File: config.mk
export PLATFORM = sky130hd
export DESIGN_NAME = oa_tx_flat
export DESIGN_NICKNAME = d
export VERILOG_FILES = /design/src/rtl/oa_tx_if.sv /design/src/rtl/oa_tx.sv /design/src/flat_wrapper.sv
export SDC_FILE = /design/constraint.sdc
export NUM_CORES = 1
export LEC_CHECK = 0
export BUFFER_PORTS_ARGS = -buffer_cell sky130_fd_sc_hd__buf_2
export CORE_ASPECT_RATIO = 1.4
export CORE_MARGIN = 4
export CORE_UTILIZATION = 60
export CTS_BUF_LIST = sky130_fd_sc_hd__clkbuf_8
export DETAILED_ROUTE_END_ITERATION = 10
export GPL_TIMING_DRIVEN = 0
export PLACE_DENSITY_LB_ADDON = 0.1
export SLEW_MARGIN = 20
export SYNTH_ARGS = -nofsm -noshare
export SYNTH_HDL_FRONTEND = slang
export SYNTH_SLANG_ARGS = --single-unit
File: constraint.sdc
create_clock -name clk -period 5.3 [get_ports clk]
set_clock_uncertainty 0.1 [all_clocks]
set_input_delay 0.795 -clock clk [delete_from_list [all_inputs] [get_ports clk]]
set_output_delay 0.795 -clock clk [all_outputs]
set_load 0.02 [all_outputs]
File: src/rtl/oa_tx_if.sv
// oa_tx_if: register-file fetch port and UART/status signals of the frame transmitter.
// master = transmitter side, slave = register file / host side.
interface oa_tx_if #(parameter int IDX_W = 6) ();
    logic             start;
    logic [IDX_W-1:0] fetch_idx;
    logic [7:0]       fetch_data;
    logic             tx;
    logic             busy;
    logic             byte_done;
    logic             done;
    modport master (input start, fetch_data, output fetch_idx, tx, busy, byte_done, done);
    modport slave  (output start, fetch_data, input fetch_idx, tx, busy, byte_done, done);
endinterface

File: src/rtl/oa_tx.sv
// oa_tx: reads NUM_BYTES register-file bytes and sends them as 8N1 UART, LSB first.
// Define OA_TX_CHECKSUM_EN to append a mod-256 sum byte after the payload.
module oa_tx #(
    parameter int CLK_DIV   = 434,
    parameter int NUM_BYTES = 55,
    parameter int IDX_W     = 6
) (
    input logic    clk,
    input logic    reset,
    oa_tx_if.master bus
);
    typedef enum logic [2:0] {IDLE, FETCH, LOAD, START_BIT, DATA, STOP_BIT, NEXT} state_t;
    state_t           state, state_n;
    logic [15:0]      baud, baud_n;
    logic [2:0]       bit_cnt, bit_cnt_n;
    logic [7:0]       shift, shift_n;
    logic [IDX_W-1:0] idx, idx_n;
    logic             tx, tx_n, busy, busy_n, byte_done, byte_done_n, done, done_n;
    logic             baud_end, last_idx, last_byte;
`ifdef OA_TX_CHECKSUM_EN
    logic [7:0]       sum, sum_n;
    logic             chk, chk_n;
    assign last_byte = last_idx && chk;
`else
    assign last_byte = last_idx;
`endif
    assign baud_end = baud == 16'(CLK_DIV - 1);
    assign last_idx = idx == IDX_W'(NUM_BYTES - 1);
    assign bus.fetch_idx = idx;
    assign bus.tx        = tx;
    assign bus.busy      = busy;
    assign bus.byte_done = byte_done;
    assign bus.done      = done;
    always_comb begin
        state_n     = state;
        bit_cnt_n   = bit_cnt;
        shift_n     = shift;
        idx_n       = idx;
        busy_n      = busy;
        byte_done_n = 1'b0;
        done_n      = 1'b0;
        baud_n      = (state == START_BIT || state == DATA || state == STOP_BIT) ?
                      (baud_end ? 16'd0 : baud + 16'd1) : baud;
        // tx is registered, so the line lags the state by one cycle
        tx_n        = state == START_BIT ? 1'b0 : state == DATA ? shift[0] : 1'b1;
`ifdef OA_TX_CHECKSUM_EN
        sum_n       = sum;
        chk_n       = chk;
`endif
        case (state)
            IDLE: if (bus.start) begin
                state_n = FETCH;
                idx_n   = '0;
                busy_n  = 1'b1;
`ifdef OA_TX_CHECKSUM_EN
                sum_n   = 8'd0;
                chk_n   = 1'b0;
`endif
            end
            FETCH: state_n = LOAD;
            LOAD: begin
`ifdef OA_TX_CHECKSUM_EN
                shift_n = chk ? sum : bus.fetch_data;
                sum_n   = sum + bus.fetch_data;
`else
                shift_n = bus.fetch_data;
`endif
                baud_n  = 16'd0;
                state_n = START_BIT;
            end
            START_BIT: if (baud_end) begin
                bit_cnt_n = 3'd0;
                state_n   = DATA;
            end
            DATA: if (baud_end) begin
                shift_n   = shift >> 1;
                bit_cnt_n = bit_cnt + 3'd1;
                if (bit_cnt == 3'd7) state_n = STOP_BIT;
            end
            STOP_BIT: if (baud_end) begin
                byte_done_n = 1'b1;
                state_n     = NEXT;
            end
            NEXT: begin
                state_n = FETCH;
                if (last_byte) begin
                    done_n  = 1'b1;
                    busy_n  = 1'b0;
                    state_n = IDLE;
                end else if (last_idx) begin
`ifdef OA_TX_CHECKSUM_EN
                    chk_n   = 1'b1;
`endif
                end else begin
                    idx_n = idx + IDX_W'(1);
                end
            end
            default: state_n = IDLE;
        endcase
    end
    always_ff @(posedge clk or negedge reset) begin
        if (!reset) begin
            state     <= IDLE;
            baud      <= 16'd0;
            bit_cnt   <= 3'd0;
            shift     <= 8'd0;
            idx       <= '0;
            tx        <= 1'b1;
            busy      <= 1'b0;
            byte_done <= 1'b0;
            done      <= 1'b0;
`ifdef OA_TX_CHECKSUM_EN
            sum       <= 8'd0;
            chk       <= 1'b0;
`endif
        end else begin
            state     <= state_n;
            baud      <= baud_n;
            bit_cnt   <= bit_cnt_n;
            shift     <= shift_n;
            idx       <= idx_n;
            tx        <= tx_n;
            busy      <= busy_n;
            byte_done <= byte_done_n;
            done      <= done_n;
`ifdef OA_TX_CHECKSUM_EN
            sum       <= sum_n;
            chk       <= chk_n;
`endif
        end
    end
endmodule
File: src/flat_wrapper.sv
// flat-port wrapper written by rule: the top's interface ports become plain ports
module oa_tx_flat 
#(
    parameter int CLK_DIV   = 434,
    parameter int NUM_BYTES = 55,
    parameter int IDX_W     = 6
)
  (clk, reset, bus_start, bus_fetch_data, bus_fetch_idx, bus_tx, bus_busy, bus_byte_done, bus_done);
  oa_tx_if #(.IDX_W(IDX_W)) bus_i ();
  input logic clk;
  input logic reset;
  input wire logic [$bits(bus_i.start)-1:0] bus_start;
  input wire logic [$bits(bus_i.fetch_data)-1:0] bus_fetch_data;
  output wire logic [$bits(bus_i.fetch_idx)-1:0] bus_fetch_idx;
  output wire logic [$bits(bus_i.tx)-1:0] bus_tx;
  output wire logic [$bits(bus_i.busy)-1:0] bus_busy;
  output wire logic [$bits(bus_i.byte_done)-1:0] bus_byte_done;
  output wire logic [$bits(bus_i.done)-1:0] bus_done;
  assign bus_i.start = bus_start;
  assign bus_i.fetch_data = bus_fetch_data;
  assign bus_fetch_idx = bus_i.fetch_idx;
  assign bus_tx = bus_i.tx;
  assign bus_busy = bus_i.busy;
  assign bus_byte_done = bus_i.byte_done;
  assign bus_done = bus_i.done;
  oa_tx #(.CLK_DIV(CLK_DIV), .NUM_BYTES(NUM_BYTES), .IDX_W(IDX_W)) u_core (.clk(clk), .reset(reset), .bus(bus_i));
endmodule
==> run metrics <==
outcome=finished clean; final setup vio count=0; row count=26; vias in the first global route=2009; RSZ-0062 raised after global routing=false; Diodes inserted=0; Congestion Overflow GR=0; min cycle time layout=2.051 ns; CP top delay family=buffers and inverters; sequential area share after synthesis=43.65%; Worst EP arrival=about 2.1 ns; CP max stage delay=0.38 ns; first-pass GRT wire length=9.163 mm; clock share of power=45.6%; synthesis-to-finish area growth=12.15%; ys flop type=dfrtp_1; Static Leak=~1.1 nW; setup TNS=0 ns; First-pass DRT Iterations=5; largest family of logic cells by synthesized area=simple AND/OR/NAND/NOR gates; f_max=487.6 MHz; wirelength, routed=5.485 mm; top-count cell post-synth=dfrtp_1; PwrDens=232.3 nW/µm²; DR iter-0 viols=129; CTS Buffer Depth=2; Max-Cap Viols=0; Post-Synth XOR/XNOR Area=0%; TritonCTS clock tree=yes; die area=around 5000 µm²; Post-Syn Area=roughly 2300 µm²; vias=approximately 2000; CTS Buf Count=5; vias per cell=6.608; Hold WS=0.4135 ns; Placer Congestion=just over 0.9; Post-CTS Setup Bufs=0; crit start category=register; Final Max Tran Viols=0; actual slew at the worst max-slew pin=0.9136 ns; top cells by instance count after synthesis=39 x dfrtp_1, 17 x nand2_1, 17 x nand3_1; Syn. warnings=0; Starting Density=62.46%; Post-Synth Simple-Gate Area=21.58%; Int Pwr=around 0.48 mW; Post-synth ARST share=100.0%; Ports=21; core area=between 3000 and 4000 µm²; Synth Area in Compound Gates=18.69%; drt wl/cell=17.75 µm; largest net degree at the start of global routing=41; worst vdd ir=179.0 µV; clock-pin slew on the worst setup and hold paths=0.07 ns; share of cells above drive strength 1=21.35%; proportion of synthesized area in mux cells=7.302%; final net count=283; Area contributors post-synth=dfrtp_1 43%, mux2_2 6.9%, a31oi_1 3.8%, nand3_1 3.7%, o21ai_0 3.5%; Critical Path End Type=register; hold-fix buffers at CTS=0; post-synth top area share=42.51%; share of power burned in registers=51.8%; Hold/Removal Path Class=register to register; clock sinks=40; Critical Path RT=5.38 ns; cts repair resizes=0; depth of the CTS H-tree=2; CP Class=register to register; Root Buffer=clkbuf_8; Comb power frac=2.6%; EDFF count, synth=0; Syn Nets=256; Critical-path top delay cell=mux2_2; Rel. slew slack=roughly 39%; buffers added on ports=20; Post-DRT Antenna Nets=0; area share of fa/ha/maj cells after synthesis=3.270%; cells along the critical path=clkbuf_1 > inv_1 > nand2b_1 > o21ai_4 > mux2_2; Synth area leader=dfrtp_1; Clk Latency, worst-skew pair=around 0.30 ns; switching pwr=0.1171 mW; antenna violations before repair=0; synth unique cells=47; #FFs+latches synth=40; total power=0.5982 mW; Syn Area/Cell=9.606 µm²; Final Hold Fails=0; Die Y-Extent=81.19 µm; crit share post-route=38.69%; Chip Width=between 60 and 70 µm; Worst Path Buf+Inv=2; Residual DRC=0; post-synthesis cell count=239; dpl hpwl=3.745 mm; Global Route Usage Sum=between 20% and 30%; switching share of power=19.57%; CP max FO=10
==> area by class of cell <==
cell class	instances	area, µm²
well taps	42	52.55
flip-flops and latches	40	1002
plain buffers	15	73.82
repair buffers	20	100.1
clock inverters	1	30.03
fillers	280	1101
clock buffers	7	96.34
multi-input cells	170	1167
inverters	14	52.55
==> flip-flops by register name (all words and copies together), names as in the netlist <==
signal and flops:
u_core.bus.fetch_idx 6, u_core.baud 16, u_core.bus.tx 1, u_core.bit_cnt 3, u_core.bus.done 1, u_core.bus.byte_done 1
u_core.shift 8, u_core.bus.busy 1, u_core.state 3
==> through the flow <==
stage	area [µm²]	instances	utilization, %	worst slack [ns]
3_5_place_dp	2449	301	66.61	3.200
3_3_place_gp	2449	301	66.61	3.221
4_1_cts	2575	309	70.05	3.253
5_1_grt	2575	309	70.05	3.149
2_1_floorplan	2296	239	-	3.400
6_report	2575	309	70.05	3.249
==> cell families after synthesis <==
| kind of cell | after synthesis |
|---|---|
| buf+inv | 29 |
| fa+ha+maj | 6 |
| simple gates | 84 |
| compound gates | 65 |
| flops | 40 |
| mux | 15 |
==> layer usage <==
| layer | vias to the layer above | GRT usage (%) | wire [µm] | part of all wire (%) |
|---|---|---|---|---|
| met1 | 1010 | 29.74 | 2210 | 40 |
| met4 | 0 | 9.313 | 61 | 1.1 |
| li1 | 955 | - | - | - |
| met5 | - | 0 | 0 | 0 |
| met2 | 71 | 43.29 | 2943 | 54 |
| met3 | 6 | 4.293 | 270 | 4.9 |
==> power groups by stage <==
stage                     logic (mW)  registers [mW]  clock network [mW]
after floorplan              0.00541           0.315                   0
after global placement        0.0154           0.315                   0
after detailed placement      0.0161           0.316                   0
after CTS                     0.0161           0.310               0.276
after global routing          0.0180           0.310               0.291
final                         0.0158           0.310               0.273
==> cell usage in the layout (no fill, tap or decap), types with 3 or more instances in the layout <==
cell,n
a21oi_1,7
ha_1,6
or4_1,3
nand2b_1,5
and3_1,3
o22ai_1,6
dfrtp_1,39
a41oi_1,4
clkbuf_1,3
a31oi_1,14
o211ai_1,4
nor3_1,6
nand2_1,17
mux2_2,14
o21ai_0,16
nand3_1,17
clkbuf_8,7
buf_1,3
nand4_1,6
a221oi_1,3
a21o_1,3
nor2_1,9
buf_2,28
inv_1,14
==> final timing paths <==
kind | start | to | slack (ns) | cells past startpoint
min | u_core.shift[3]$_DFFE_PN0P_ | u_core.shift[3]$_DFFE_PN0P_ | 0.41 | 1
max reg2reg | u_core.state[0]$_DFFE_PN0P_ | u_core.shift[2]$_DFFE_PN0P_ | 3.25 | 5
max | u_core.state[0]$_DFFE_PN0P_ | u_core.shift[2]$_DFFE_PN0P_ | 3.25 | 5
min in group asynchronous | reset | u_core.baud[5]$_DFFE_PN0P_ | 0.52 | 1
max in group asynchronous | reset | u_core.shift[5]$_DFFE_PN0P_ | 4.00 | 1
min reg2reg | u_core.shift[3]$_DFFE_PN0P_ | u_core.shift[3]$_DFFE_PN0P_ | 0.41 | 1
Note: power is estimated with default switching activity, not from simulation.
